## src/rtl/dds_pkg.sv

```systemverilog
// rtl/dds_pkg.sv - shared encodings and constants for the DDS waveform core
package dds_pkg;

  typedef enum logic [1:0] {
    WAVE_SINE   = 2'd0,
    WAVE_SQUARE = 2'd1,
    WAVE_SAW    = 2'd2,
    WAVE_TRI    = 2'd3
  } waveSel_t;

  localparam logic [0:0] ST_WAIT = 1'b0;
  localparam logic [0:0] ST_RUN  = 1'b1;

  // Half of full scale for an unsigned DAC code of the given width
  function automatic int unsigned midScale(input int unsigned width);
    return 32'd1 << (width - 1);
  endfunction

  localparam logic [7:0] MIDSCALE = 8'(midScale(8));

endpackage

```

## src/rtl/dds_sine_rom.sv

```systemverilog
// rtl/dds_sine_rom.sv - quarter-wave sine magnitude table with registered read
module dds_sine_rom #(
  parameter int LUT_AW = 8,
  parameter int DATA_W = 8
) (
  input  logic              Fg_CLK,
  input  logic [LUT_AW-3:0] Addr,
  output logic [DATA_W-2:0] Data
);

  localparam int  QW  = 2 ** (LUT_AW - 2);
  localparam real AMP = real'((2 ** (DATA_W - 1)) - 1);
  localparam real TWO_PI = 6.283185307179586;

  // Rounded magnitude of the first quadrant; the peak entry (index QW) is
  // supplied by the caller, so the table stops one short of it.
  function automatic logic [DATA_W-2:0] sineMag(input int i);
    real x;
    x = AMP * $sin(TWO_PI * real'(i) / real'(2 ** LUT_AW));
    return (DATA_W - 1)'($rtoi(x + 0.5));
  endfunction

  logic [DATA_W-2:0] quarterTab [QW];

  for (genvar g = 0; g < QW; g++) begin : g_tab
    assign quarterTab[g] = sineMag(g);
  end

  // Registered table read; contents are constant so no reset is needed
  always_ff @(posedge Fg_CLK) begin
    Data <= quarterTab[Addr];
  end

endmodule

```

## src/rtl/dds_wave_gen.sv

```systemverilog
// rtl/dds_wave_gen.sv - DDS waveform core; DDS_SYNC_OUT_EN enables the Sync wrap marker
module dds_wave_gen
  import dds_pkg::*;
#(
  parameter int PHASE_W = 24,
  parameter int DATA_W  = 8,
  parameter int LUT_AW  = 8
) (
  input  logic               Fg_CLK,
  input  logic               RESETn,
  input  logic               Ready,
  input  logic               Enable,
  input  logic [PHASE_W-1:0] TuneWord,
  input  logic               TuneLoad,
  input  logic [1:0]         WaveSel,
  output logic [DATA_W-1:0]  DacData,
  output logic               DacValid,
  output logic               Sync
);

  localparam logic [DATA_W-1:0] MID = DATA_W'(midScale(DATA_W));

  logic [0:0]         state;
  logic [PHASE_W-1:0] shadow;
  logic [PHASE_W-1:0] phase;
  logic [PHASE_W:0]   sum;
  logic               runEn;
  waveSel_t           activeSel;
  waveSel_t           nextSel;

  // Stage 1 (after accumulation)
  waveSel_t           sel1;
  logic               v1;

  // Stage 2 (after waveform / ROM register)
  waveSel_t           sel2;
  logic               v2;
  logic [DATA_W-1:0]  wave2;
  logic               peak2;
  logic               neg2;
  logic [DATA_W-2:0]  romData;

  logic [DATA_W-1:0]  waveRaw;
  logic [DATA_W-1:0]  triBits;
  logic [LUT_AW-1:0]  lutK;
  logic [LUT_AW-3:0]  lutIdx;
  logic [LUT_AW-3:0]  lutIdxNeg;
  logic [LUT_AW-3:0]  romAddr;
  logic               peak;
  logic               neg;
  logic [DATA_W-2:0]  sineMag;
  logic [DATA_W-1:0]  sineVal;

  assign runEn   = (state == ST_RUN) && Enable;
  assign sum     = {1'b0, phase} + {1'b0, shadow};
  // A wrapping sample picks up the requested select; otherwise keep the period's select
  assign nextSel = sum[PHASE_W] ? waveSel_t'(WaveSel) : activeSel;

  // Tuning shadow register, loadable in any state
  always_ff @(posedge Fg_CLK or negedge RESETn) begin
    if (!RESETn) begin
      shadow <= '0;
    end else if (TuneLoad) begin
      shadow <= TuneWord;
    end
  end

  // Control FSM, phase accumulator and select tracking
  always_ff @(posedge Fg_CLK or negedge RESETn) begin
    if (!RESETn) begin
      state     <= ST_WAIT;
      phase     <= '0;
      activeSel <= WAVE_SINE;
      sel1      <= WAVE_SINE;
      v1        <= 1'b0;
    end else begin
      v1 <= 1'b0;
      if (state == ST_WAIT) begin
        activeSel <= waveSel_t'(WaveSel);
        if (Ready) begin
          state <= ST_RUN;
        end
      end else if (runEn) begin
        phase     <= sum[PHASE_W-1:0];
        activeSel <= nextSel;
        sel1      <= nextSel;
        v1        <= 1'b1;
      end
    end
  end

  // Sine address folding: odd quadrants mirror the index, upper half negates
  assign lutK      = phase[PHASE_W-1 -: LUT_AW];
  assign lutIdx    = lutK[LUT_AW-3:0];
  assign lutIdxNeg = ~lutIdx + 1'b1;
  assign romAddr   = lutK[LUT_AW-2] ? lutIdxNeg : lutIdx;
  assign peak      = lutK[LUT_AW-2] && (lutIdx == '0);
  assign neg       = lutK[LUT_AW-1];
  assign triBits   = phase[PHASE_W-2 -: DATA_W];

  // Non-sine waveforms derived directly from the updated phase
  always_comb begin
    waveRaw = phase[PHASE_W-1 -: DATA_W];
    case (sel1)
      WAVE_SQUARE: waveRaw = {DATA_W{phase[PHASE_W-1]}};
      WAVE_TRI:    waveRaw = phase[PHASE_W-1] ? ~triBits : triBits;
      default:     waveRaw = phase[PHASE_W-1 -: DATA_W];
    endcase
  end

  dds_sine_rom #(
    .LUT_AW (LUT_AW),
    .DATA_W (DATA_W)
  ) u_sine_rom (
    .Fg_CLK (Fg_CLK),
    .Addr   (romAddr),
    .Data   (romData)
  );

  // Waveform stage: register the wave value alongside the ROM read
  always_ff @(posedge Fg_CLK or negedge RESETn) begin
    if (!RESETn) begin
      v2    <= 1'b0;
      sel2  <= WAVE_SINE;
      wave2 <= MID;
      peak2 <= 1'b0;
      neg2  <= 1'b0;
    end else begin
      v2 <= v1;
      if (v1) begin
        sel2  <= sel1;
        wave2 <= waveRaw;
        peak2 <= peak;
        neg2  <= neg;
      end
    end
  end

  assign sineMag = peak2 ? '1 : romData;
  assign sineVal = neg2 ? (MID - {1'b0, sineMag}) : (MID + {1'b0, sineMag});

  // Output stage: present one sample per valid with a single-cycle strobe
  always_ff @(posedge Fg_CLK or negedge RESETn) begin
    if (!RESETn) begin
      DacData  <= MID;
      DacValid <= 1'b0;
    end else begin
      DacValid <= v2;
      if (v2) begin
        DacData <= (sel2 == WAVE_SINE) ? sineVal : wave2;
      end
    end
  end

`ifdef DDS_SYNC_OUT_EN
  logic w1;
  logic w2;

  // Carry the wrap flag down the pipeline with its sample
  always_ff @(posedge Fg_CLK or negedge RESETn) begin
    if (!RESETn) begin
      w1   <= 1'b0;
      w2   <= 1'b0;
      Sync <= 1'b0;
    end else begin
      if (runEn) begin
        w1 <= sum[PHASE_W];
      end
      if (v1) begin
        w2 <= w1;
      end
      Sync <= v2 & w2;
    end
  end
`else
  assign Sync = 1'b0;
`endif

endmodule

```

## config.mk

```make
export PLATFORM = sky130hd
export DESIGN_NAME = dds_wave_gen
export DESIGN_NICKNAME = d
export VERILOG_FILES = /design/src/rtl/dds_pkg.sv /design/src/rtl/dds_sine_rom.sv /design/src/rtl/dds_wave_gen.sv
export SDC_FILE = /design/constraint.sdc
export NUM_CORES = 1
export LEC_CHECK = 0
export CAP_MARGIN = 5
export CORE_MARGIN = 2
export CORE_UTILIZATION = 60
export CTS_BUF_LIST = sky130_fd_sc_hd__clkbuf_8
export DETAILED_ROUTE_END_ITERATION = 8
export PLACE_DENSITY = 0.78
export SLEW_MARGIN = 15
export SYNTH_ARGS = -nofsm -noshare
export SYNTH_HDL_FRONTEND = slang
export SYNTH_SLANG_ARGS = --single-unit
```

## constraint.sdc

```tcl
create_clock -name Fg_CLK -period 2.7 [get_ports Fg_CLK]
set_clock_uncertainty 0.05 [all_clocks]
set_input_delay 0.675 -clock Fg_CLK [delete_from_list [all_inputs] [get_ports Fg_CLK]]
set_output_delay 0.675 -clock Fg_CLK [all_outputs]
set_load 0.01 [all_outputs]
```

==> results.txt <==
Max Freq: 0.391 GHz
WS Path Type: register to register
Critical Path RT: 2.90 ns
DRT iter0 DRCs: 262
Layout Area Growth over Synthesis: 12.9%
Antenna violations before repair: 0
RSZ-0062 raised after global routing: false
Drt drc: 0
Hold Fails Final Rpt: 0
CTS tree: done
WL final: 13.1 mm
# IOs: 41
HP Class: primary input to async pin
Final-report max-slew violation count: 0
Syn Nets: 677
CORE AREA: 9150 um^2
Compound-cell area share of the yosys netlist: 21.9%
Number of synthesized flops with an enable pin: 0
Dpl hpwl: 9.62 mm
Cell Area, Placed: 6090 um^2
Crit path DAT: 2.76 ns
Cell area after layout: 6310 um^2
Diodes inserted: 0
Clock power frac: 11.0%
Reg area: 2040 um^2
Fillers: 733
Clock Tree Root: clkbuf_8
Top-area cell type share of the netlist area: 33.1%
Area taken by multi-input logic gates: 3320 um^2
Router iterations before antenna repair: 5
Startpoint types: register
Netlist cell types: 80
Yosys reg bits: 83
Worst-path clk slew: 0.09 ns
Net Switching: 0.00410 W
Power share of the combinational group: 64.0%
First-pass GRT wire length: 22.2 mm
Worst skew pair latency: 0.37 ns
H-tree Lvls: 3
Number of global-route vias before repair: 4,754
Vias per inst: 6.33
Non-Filler Instances: 763
Peak supply drop: 0.000583 V
Cells after DPL: 746
Proportion of synthesized area in mux cells: 10.4%
WL/cell: 17.2 um
# rows: 35
Die height: 101 um
Critical Path End Type: register
Commonest non-fill, non-tap cell in the layout: dfrtp_1
Final net count: 707
RR Endpoint: activeSel[0]$_DFFE_PN0P_
Vias: 4,830
Status: complete, no violations
Adder-cell share of the synthesized area: 6.62%
Pin count of the biggest net entering global routing: 45
Grt total ovfl: 0
Largest family of logic cells by synthesized area: compound AO/OA/AOI/OAI gates
Total power: 0.00867 W
Worst R2R Start: phase[0]$_DFFE_PN0P_
Setup tns final: 0 ns
DIE WIDTH: 101 um
CP Max Fanout: 3
FFs w/ async S/R, synth: 91.6%
Clk buf depth: 2
CTS buffer count: 9
Synth Instances: 617
R2R depth: 8
Post-synth top area cell: dfrtp_1
Synth area leaders: dfrtp_1 (33%), mux2_2 (7.5%), ha_1 (6.3%)
Tcrit/Tclk final: 94.7%
Static Leakage: 2.68 nW
Power per cell area: 1370 nW/um^2
Post-DRT Antenna Nets: 0
Most frequent cells in the layout: dfrtp_1 (74), nand2_1 (64), nor2_1 (64), a21oi_1 (49), o21ai_0 (39)
Worst reg2reg setup slack: 0.14 ns
RD Place Congestion: 0.960
Die area: 10,100 um^2
Slew @ Worst Pin: 0.703 ns
Register area share after synthesis: 36.6%
Post-synthesis cell area: 5590 um^2
Sw frac: 47.2%
Layout cells sized above 1: 15.2%
Maxcap violations: 0
Final period demand of the worst path: 2.56 ns
Synth Area per Inst: 9.06 um^2
Max-slew headroom: 53.0%
Post-Synth Simple-Gate Area: 14.5%
IO Port Bufs: 39
Clock Sinks: 83
Final setup viols: 0
Ys flop type: dfrtp_1
Global Route Usage Sum: 27.5%
Hold_buf cts: 0
Yosys warns: 0
Sequential group share of total power: 25.1%
Initial Utilization: 61.1%
Int Power: 0.00457 W
Post-synthesis xor/xnor area fraction: 5.64%
==> kinds of logic (layout without fill, tap and decap cells) <==
kind of cell	count (synthesis)	count (layout)
buf+inv	54	89
mux	53	53
xor+xnor	33	33
simple gates	182	182
flops	83	83
fa+ha+maj	29	29
other cells	1	1
compound gates	182	182
==> area by class of cell <==
cell class	instances	share of cell area [%]
sequential	83	32.4
multi-input combinational	480	52.5
clock buffer	9	1.96
inverter	12	0.713
timing repair buffer	61	8.96
tap	111	2.20
clock inverter	7	1.27
==> cells in the mapped netlist (10+ instances only) <==
cell,count
inv_1,10
dfrtp_1,74
mux2i_1,14
nor2_1,64
o211ai_1,10
a21oi_1,49
o21ai_0,39
xor2_1,19
nand3_1,13
xnor2_1,12
a21o_1,10
clkbuf_1,23
nand2_1,64
ha_1,28
nor3_1,13
mux2_2,37
==> worst max-delay path by stage <==
stage                                     to                  start  slack [ns]
finish              activeSel[0]$_DFFE_PN0P_   phase[0]$_DFFE_PN0P_        0.14
global route        activeSel[0]$_DFFE_PN0P_   phase[0]$_DFFE_PN0P_        0.01
CTS                 activeSel[0]$_DFFE_PN0P_   phase[0]$_DFFE_PN0P_        0.03
detailed placement  activeSel[0]$_DFFE_PN0P_  shadow[0]$_DFFE_PN0P_        0.01
global placement    activeSel[1]$_DFFE_PN0P_  shadow[0]$_DFFE_PN0P_         0.1
floorplan           activeSel[0]$_DFFE_PN0P_  shadow[0]$_DFFE_PN0P_        0.26
==> metrics by stage <==
stage               utilization [%]  worst slack (ns)  hold slack [ns]
floorplan                         -             0.261            0.302
global placement               66.5            0.0972            0.415
detailed placement             66.5            0.0150            0.429
CTS                            68.8            0.0281            0.214
global route                   69.0            0.0101            0.230
finish                         69.0             0.142            0.197
==> critical path, cell delays in order (launching register included) <==
cell and delay (ns):
dfrtp_1 0.40, ha_1 0.22, fa_2 0.39, a211oi_4 0.25, o211ai_2 0.14, a31o_2 0.30, a311oi_2 0.28, o21ai_2 0.10
mux2_1 0.32
==> registers in the layout, summed over array words and instances, names as in the netlist, 2 cells and up <==
register / cells
wave2: 8
sel2: 2
sel1: 2
activeSel: 2
shadow: 24
phase: 24
DacData: 8
u_sine_rom.Data: 7
==> layer usage <==
layer	GRT usage [%]	wire length, um	up-vias
met2	48.1	6770	172
met3	3.81	566	33
met4	12.9	372	0
met5	0	0	-
met1	33.5	5390	2336
li1	-	-	2289
==> power groups by stage <==
| stage | logic, W | clock network (W) | registers (W) |
|---|---|---|---|
| CTS | 0.00544 | 0.000960 | 0.00217 |
| detailed placement | 0.00539 | 0 | 0.00219 |
| global route | 0.00612 | 0.00101 | 0.00224 |
| finish | 0.00555 | 0.000952 | 0.00217 |
| floorplan | 0.00424 | 0 | 0.00201 |
| global placement | 0.00529 | 0 | 0.00216 |
==> timing repair <==
action,4_1_cts,5_1_grt
pin swaps,1,2
cloned,0,0
gates resized for setup,1,2
buffers inserted,0,1
setup endpoints to repair,1,2
Power figures use the tool's default switching activity.
